**src/rtl/mem_access_ctrl.sv**
```systemverilog
// Data-memory access controller for the MEM pipeline stage.
// Turns a load/store request from the EX/MEM buffer into a registered
// request/acknowledge handshake with the data memory. The whole pipeline
// is frozen (StallM) while the access is outstanding. A bounded wait turns
// a missing acknowledge into a sticky bus error.
module mem_access_ctrl #(
    parameter int WIDTH   = 32,
    parameter int TIMEOUT = 15   // legal range 1..255
) (
    input  logic             clk,
    input  logic             rst,
    input  logic             MemWriteM,
    input  logic             MemtoRegM,
    input  logic [WIDTH-1:0] ALUOutM,
    input  logic [WIDTH-1:0] WriteDataM,
    output logic             mem_req,
    output logic             mem_we,
    output logic [WIDTH-1:0] mem_addr,
    output logic [WIDTH-1:0] mem_wdata,
    input  logic             mem_ack,
    input  logic [WIDTH-1:0] mem_rdata,
    output logic             StallM,
    output logic [WIDTH-1:0] ReadDataM,
    output logic             BusErr
);

    typedef enum logic [1:0] {
        IDLE = 2'd0,
        BUSY = 2'd1,
        DONE = 2'd2
    } state_t;

    // Eight bits are enough for the largest legal TIMEOUT (255).
    localparam int               CNT_W        = 8;
    // The timeout fires in the BUSY cycle whose increment would reach TIMEOUT.
    localparam logic [CNT_W-1:0] TIMEOUT_LAST = CNT_W'(TIMEOUT - 1);

    state_t             state_q,     state_d;
    logic               mem_req_q,   mem_req_d;
    logic               mem_we_q,    mem_we_d;
    logic [WIDTH-1:0]   mem_addr_q,  mem_addr_d;
    logic [WIDTH-1:0]   mem_wdata_q, mem_wdata_d;
    logic [WIDTH-1:0]   read_data_q, read_data_d;
    logic               bus_err_q,   bus_err_d;
    logic [CNT_W-1:0]   wait_cnt_q,  wait_cnt_d;
    logic               access_pending;

    // A store and a load request both count as a pending access.
    assign access_pending = MemWriteM | MemtoRegM;

    // Next-state and next-output logic for the IDLE -> BUSY -> DONE handshake.
    always_comb begin
        // NOTE: every signal gets a default first, so no path can leave one unassigned and infer a latch.
        state_d     = state_q;
        mem_req_d   = mem_req_q;
        mem_we_d    = mem_we_q;
        mem_addr_d  = mem_addr_q;
        mem_wdata_d = mem_wdata_q;
        read_data_d = read_data_q;
        bus_err_d   = bus_err_q;
        wait_cnt_d  = wait_cnt_q;

        unique case (state_q)
            IDLE: begin
                if (access_pending) begin
                    state_d     = BUSY;
                    mem_req_d   = 1'b1;
                    // When both requests are set, the store wins.
                    mem_we_d    = MemWriteM;
                    mem_addr_d  = ALUOutM;
                    mem_wdata_d = WriteDataM;
                    wait_cnt_d  = '0;
                end
            end

            BUSY: begin
                // An acknowledge in the timeout cycle still counts as success.
                if (mem_ack) begin
                    state_d   = DONE;
                    mem_req_d = 1'b0;
                    if (!mem_we_q) begin
                        read_data_d = mem_rdata;
                    end
                end else if (wait_cnt_q == TIMEOUT_LAST) begin
                    state_d    = DONE;
                    mem_req_d  = 1'b0;
                    bus_err_d  = 1'b1;
                    wait_cnt_d = wait_cnt_q + 1'b1;
                    if (!mem_we_q) begin
                        read_data_d = '0;
                    end
                end else begin
                    wait_cnt_d = wait_cnt_q + 1'b1;
                end
            end

            DONE: begin
                // One free cycle lets the pipeline advance exactly once.
                state_d = IDLE;
            end

            default: begin
                state_d   = IDLE;
                mem_req_d = 1'b0;
            end
        endcase
    end

    // State and output registers with synchronous reset; an aborted access is dropped.
    always_ff @(posedge clk) begin
        // NOTE: sequential state uses non-blocking assignments so all flops update together at the edge.
        if (rst) begin
            state_q     <= IDLE;
            mem_req_q   <= 1'b0;
            mem_we_q    <= 1'b0;
            mem_addr_q  <= '0;
            mem_wdata_q <= '0;
            read_data_q <= '0;
            bus_err_q   <= 1'b0;
            wait_cnt_q  <= '0;
        end else begin
            state_q     <= state_d;
            mem_req_q   <= mem_req_d;
            mem_we_q    <= mem_we_d;
            mem_addr_q  <= mem_addr_d;
            mem_wdata_q <= mem_wdata_d;
            read_data_q <= read_data_d;
            bus_err_q   <= bus_err_d;
            wait_cnt_q  <= wait_cnt_d;
        end
    end

    // Stall while a request waits in IDLE or is outstanding; DONE lets the pipeline go.
    assign StallM    = ((state_q == IDLE) && access_pending) || (state_q == BUSY);

    assign mem_req   = mem_req_q;
    assign mem_we    = mem_we_q;
    assign mem_addr  = mem_addr_q;
    assign mem_wdata = mem_wdata_q;
    assign ReadDataM = read_data_q;
    assign BusErr    = bus_err_q;

endmodule

```
**config.mk**
```make
export PLATFORM = sky130hd
export DESIGN_NAME = mem_access_ctrl
export DESIGN_NICKNAME = d
export VERILOG_FILES = /design/src/rtl/mem_access_ctrl.sv
export SDC_FILE = /design/constraint.sdc
export NUM_CORES = 1
export LEC_CHECK = 0
export ABC_AREA = 1
export CORE_MARGIN = 1.5
export CORE_UTILIZATION = 45
export DETAILED_ROUTE_END_ITERATION = 7
export HOLD_SLACK_MARGIN = 0.12
export PLACE_DENSITY_LB_ADDON = 0.12
export SLEW_MARGIN = 10
export SYNTH_ARGS = -nofsm -noshare
export SYNTH_HDL_FRONTEND = slang
export SYNTH_SLANG_ARGS = --single-unit
```
**constraint.sdc**
```tcl
create_clock -name clk -period 2.3 [get_ports clk]
set_input_delay 0.46 -clock clk [delete_from_list [all_inputs] [get_ports clk]]
set_output_delay 0.46 -clock clk [all_outputs]
set_load 0.02 [all_outputs]
```
; ---- After elaboration in Yosys (flattened, before gate mapping)
; Cells that the tools add are included.
[word_totals]
ff_bits = 109
latch_bits = 0
mem_bits_rw = 0
rom_bits = 0
input_bits = 101
output_inout_bits = 100
elab_cells = 45
memories = 0
[op_classes]
addsub = 1
n_mul = 0
div = 0
n_lt_le_gt_ge = 0
eq_ne = 6
n_shift = 0
mux = 15
bitwise_logic = 4
n_reduce_logical = 11
[ops]
columns = operator, n
row1 = $mux 32, 4
row2 = $mux 8, 2
row3 = $pmux 8 s2, 1
row4 = $reduce_and 3->1, 4
row5 = $add 8x1->8 const B, 1
row6 = $eq 8x4->1 const B, 1
row7 = $mux 2, 3
row8 = $ne 2x2->1 const B, 2
row9 = $pmux 2 s2, 1
row10 = $reduce_and 2->1, 2
row11 = $reduce_bool 2->1, 2
row12 = $mux 1, 3
row13 = $ne 3x3->1 const B, 1
row14 = $not 1->1, 3
row15 = $pmux 1 s3, 1
row16 = $eq 2x1->1 const B, 1
row17 = $eq 2x2->1 const B, 1
row18 = $logic_not 2->1, 1
row19 = $logic_and 1x1->1, 1
row20 = $logic_or 1x1->1, 1
row21 = $or 1x1->1, 1

; ---- Longest topological paths before layout
; Gate-level depths: netlist of the first run.
[depth]
depth_word = 4
depth_mapped = 9
depth_no_buf = 8

; ---- Worst setup path after synthesis of the first run
; OpenSTA, ideal clock, no wires.
[synth_path]
kind = input port to output port
from = in MemWriteM
to = out StallM
arrival_ns = 1.076
required_time_ns = 1.840
setup_slack_ns = 0.764
cell_stages = 5
path_buffers = 1
path_cell_list = inv_1 nand2_1 nand2_2 clkbuf_1 nand2_1
[synth_between]
elab_chain_cells = 3
[synth_rtl]
columns = element, line_no
row1 = from (decl), 12  ; input logic MemWriteM,
row2 = $or 1x1->1, 49  ; assign access_pending = MemWriteM | MemtoRegM;
row3 = $logic_and 1x1->1, 134  ; assign StallM = ((state_q == IDLE) && access_pending) || (state_q == BUSY);
row4 = $logic_or 1x1->1, 134
row5 = to (decl), 22  ; output logic StallM,
; Every way passes these cells.

; ---- Worst setup path after layout of the first run
; Same ends and word-level chain as after synthesis.

==> flow_results.xml, run 1 <==
<?xml version="1.0" encoding="UTF-8"?>
<metrics>
  <group name="critical_path">
    <metric name="critical-path-slowest-cell" unit="">clkdlybuf4s50_1</metric>
    <metric name="number_of_cell_instances_on_the_worst_register_to_register_path" unit="">7</metric>
    <metric name="worstReg2RegStart" unit="">wait_cnt_q[0]</metric>
    <metric name="critical-path-max-stage-delay" unit="ps">590</metric>
    <metric name="timing.critical_path.buf_inv" unit="">3</metric>
    <metric name="required" unit="ps">1840</metric>
    <metric name="worstPathMaxFanout" unit="">2</metric>
    <metric name="timing.setup.critical_path_class" unit="">input port to output pin</metric>
    <metric name="cp_data_arrival_time" unit="ps">1770</metric>
    <metric name="path_cells" unit="">clkdlybuf4s50_1, inv_1, nand2_1, nand2_2, nand2_1, clkdlybuf4s50_1</metric>
    <metric name="critPathCaptureType" unit="">output pin</metric>
    <metric name="capturing_point_of_the_worst_reg2reg_path" unit="">ReadDataM[6]</metric>
    <metric name="ff2ff_setup_slack" unit="ps">300</metric>
    <metric name="cp_top_family" unit="">buffers and inverters</metric>
    <metric name="critPathLaunchType" unit="">input port</metric>
  </group>
  <group name="drt">
    <metric name="wirelength_routed" unit="um">12800</metric>
    <metric name="drt_iter0_drc" unit="">140</metric>
    <metric name="drtAntennaViolNets" unit="">0</metric>
    <metric name="vias" unit="">4662</metric>
    <metric name="wl_per_cell" unit="um">13.2</metric>
    <metric name="detail_route.vias_per_cell" unit="">4.80</metric>
    <metric name="drt_first_pass_iters" unit="">4</metric>
    <metric name="drc_violation_count_after_routing" unit="">0</metric>
  </group>
  <group name="timing">
    <metric name="final_max_slew_viol_count" unit="">0</metric>
    <metric name="tightest_slew" unit="ps">974</metric>
    <metric name="final-setup-viol-count" unit="">0</metric>
    <metric name="final_min_period_over_clock_period" unit="%">96.9</metric>
    <metric name="max_slew_margin" unit="%">34.9</metric>
    <metric name="rsz0062_at_grt" unit="">no</metric>
    <metric name="hold_viol_final" unit="">0</metric>
    <metric name="totalNegativeSetupSlack" unit="ps">0</metric>
    <metric name="fin_skew" unit="ps">7.33</metric>
    <metric name="time_the_worst_path_needs_with_i_o_delays_and_setup" unit="ps">2230</metric>
    <metric name="fmax" unit="MHz">449</metric>
  </group>
  <group name="clocking">
    <metric name="h_tree_levels" unit="">3</metric>
    <metric name="cts_buffer_depth" unit="">2</metric>
    <metric name="post_cts_resized" unit="">0</metric>
    <metric name="cts_setup_buffers" unit="">0</metric>
    <metric name="cts-buffers-inserted" unit="">9</metric>
    <metric name="cts.root.buffer_cell" unit="">clkbuf_8</metric>
    <metric name="clock_sinks" unit="">109</metric>
    <metric name="clkLatencyLatePin" unit="ps">370</metric>
    <metric name="cts-hold-fix-buffers" unit="">0</metric>
    <metric name="clkSlewWorstSetupHoldPaths" unit="ps">100</metric>
    <metric name="clock_tree_from_tritoncts" unit="">built</metric>
  </group>
  <group name="logic_synthesis">
    <metric name="synth_area_leader_cell" unit="">dfxtp_1</metric>
    <metric name="netlist_top_cells_count" unit="">nor2_1 (181), nand2_1 (119), dfxtp_1 (109)</metric>
    <metric name="synth_top_flop_cell" unit="">dfxtp_1</metric>
    <metric name="synth-edff-count" unit="">0</metric>
    <metric name="yosys-top-cells-area" unit="">dfxtp_1 (48%), nor2_1 (15%), nand2_1 (9.9%)</metric>
    <metric name="yosysUniqueCellTypes" unit="">25</metric>
    <metric name="yosys_register_bits" unit="">109</metric>
    <metric name="syn-mean-instance-area" unit="um^2">6.96</metric>
    <metric name="synth_top_area_share" unit="%">48.1</metric>
    <metric name="synth_cells" unit="">651</metric>
    <metric name="yosysMostFrequentCell" unit="">nor2_1</metric>
    <metric name="syn_nets" unit="">754</metric>
    <metric name="synth_area" unit="um^2">4530</metric>
    <metric name="yosys_warn_count" unit="">0</metric>
    <metric name="synth_seq_area_share" unit="%">48.1</metric>
    <metric name="async_s_r_ff_share_synth" unit="%">0</metric>
  </group>
  <group name="place">
    <metric name="post_placement_cell_area" unit="um^2">6600</metric>
    <metric name="portBuffers" unit="">200</metric>
    <metric name="gp_congestion" unit="">0.840</metric>
    <metric name="placedCellCount" unit="">955</metric>
    <metric name="dp.final_hpwl" unit="um">9040</metric>
  </group>
  <group name="die">
    <metric name="design.die.area" unit="um^2">10700</metric>
    <metric name="fp.dieW" unit="um">103</metric>
    <metric name="initial_util" unit="%">46.4</metric>
    <metric name="die_height" unit="um">103</metric>
    <metric name="pin_count" unit="">201</metric>
    <metric name="core_region_area" unit="um^2">9770</metric>
    <metric name="core.rowCount" unit="">36</metric>
  </group>
  <group name="grt">
    <metric name="initial_antenna_violation_count" unit="">0</metric>
    <metric name="global_route.overflow_total" unit="">0</metric>
    <metric name="first_global_vias" unit="">4292</metric>
    <metric name="grt_max_degree" unit="">56</metric>
    <metric name="wire_length_of_the_first_global_routing_pass" unit="um">19700</metric>
    <metric name="overall_routing_resource_usage" unit="%">23.5</metric>
  </group>
  <group name="power_and_ir_drop">
    <metric name="totalPowerFinal" unit="uW">4580</metric>
    <metric name="power-per-cell-area" unit="nW/um^2">674</metric>
    <metric name="power_leakage" unit="uW">0.00297</metric>
    <metric name="ir_worst_vdd" unit="V">0.000462</metric>
  </group>
  <group name="cells_and_area">
    <metric name="final_net_count" unit="">936</metric>
    <metric name="finish.instance_area" unit="um^2">6800</metric>
    <metric name="layout-drive-gt1-share" unit="%">4.18</metric>
    <metric name="fin_cells" unit="">971</metric>
    <metric name="fin_util" unit="%">69.5</metric>
    <metric name="flow.area_growth_from_synthesis" unit="%">49.9</metric>
    <metric name="num_antenna_cells" unit="">0</metric>
  </group>
  <group name="hold_path">
    <metric name="hold_path_class" unit="">flip-flop to flip-flop</metric>
    <metric name="hold_path.startpoint" unit="">mem_req</metric>
    <metric name="whs_endpoint" unit="">mem_req</metric>
    <metric name="timing.hold.worst_path_depth" unit="">2</metric>
  </group>
  <group name="status">
    <metric name="outcome" unit="">finished, final reports clean</metric>
  </group>
  <group name="run">
    <metric name="max_capacitance_violation_total" unit="">0</metric>
  </group>
</metrics>
## cell families after synthesis
kind of cell / Yosys count / synth area share [%]
xor+xnor: 2 / 0.386
fa+ha+maj: 2 / 0.552
simple gates: 341 / 30.9
compound gates: 78 / 9.11
buf+inv: 119 / 11.0
flops: 109 / 48.1
## per-stage QoR
stage                     hold slack [ps]  worst slack (ps)
after floorplan                       447               764
after CTS                             471              65.7
final                                 470              70.4
after global placement                455              8.32
after detailed placement              453             -81.5
after global routing                  490              16.7
## area by class of cell
type / instances / area [um^2]
Clock buffer: 9 / 124
Sequential cell: 109 / 2180
Tap cell: 133 / 166
Clock inverter: 7 / 71.3
Multi-Input combinational cell: 423 / 1860
Fill cell: 848 / 2980
Timing Repair Buffer: 211 / 2100
Inverter: 79 / 297
## power breakdown
group / total [uW] / switching [uW] / internal [uW] / leakage (uW)
clock: 1170 / 662 / 511 / 0.000104
sequential: 2150 / 90.6 / 2060 / 0.000900
combinational: 1260 / 674 / 589 / 0.00196
total: 4580 / 1430 / 3160 / 0.00297
## cells in the final DEF (no fill, tap or decap), drive strengths merged
master,n
dfxtp,109
clkdlybuf4s50,200
nor2,183
bufinv,1
a21oi,7
o32ai,1
o21ai,67
inv,82
nand2,121
ha,2
clkbuf,9
xor2,2
o21bai,3
buf,11
clkinv,3
nand4,32
nand3,5
## worst reg2reg max path, delay by kind of cell, from the launching register on
family | cells | cell delay (ps)
compound gates | 1 | 420
fa+ha+maj | 1 | 180
simple gates | 4 | 860
buf+inv | 1 | 90
flops | 1 | 350
## metal layers
metal | vias to the layer above | wire length, um | track usage, % | part of all wire (%)
li1 | 2364 | - | - | -
met1 | 2083 | 5250 | 28.1 | 41
met2 | 192 | 6010 | 38.9 | 47
met3 | 23 | 1190 | 7.73 | 9.3
met4 | 0 | 344 | 10.1 | 2.7
met5 | - | 0 | 0 | 0
## sequential cells by signal, summed over array words and instances (netlist names)
register    flops
mem_wdata      32
mem_req         1
ReadDataM      32
mem_addr       32
wait_cnt_q      8
BusErr          1
mem_we          1
state_q         2
## worst max-delay path by stage
| stage | endpoint | start | cells after the start |
|---|---|---|---|
| floorplan | StallM | MemWriteM | 5 |
| global placement | mem_wdata[30] | MemWriteM | 6 |
| detailed placement | mem_addr[2] | MemWriteM | 6 |
| CTS | StallM | MemWriteM | 6 |
| global route | StallM | MemtoRegM | 6 |
| finish | StallM | MemWriteM | 6 |
No activity file was read; power rests on OpenSTA's default activity.
==> inputs of run 2 (changes only) <==
CAP_MARGIN = 15   (was default)
==> results of run 2 <==
No change in the layout: final DEF, timing and power equal those of run 1.
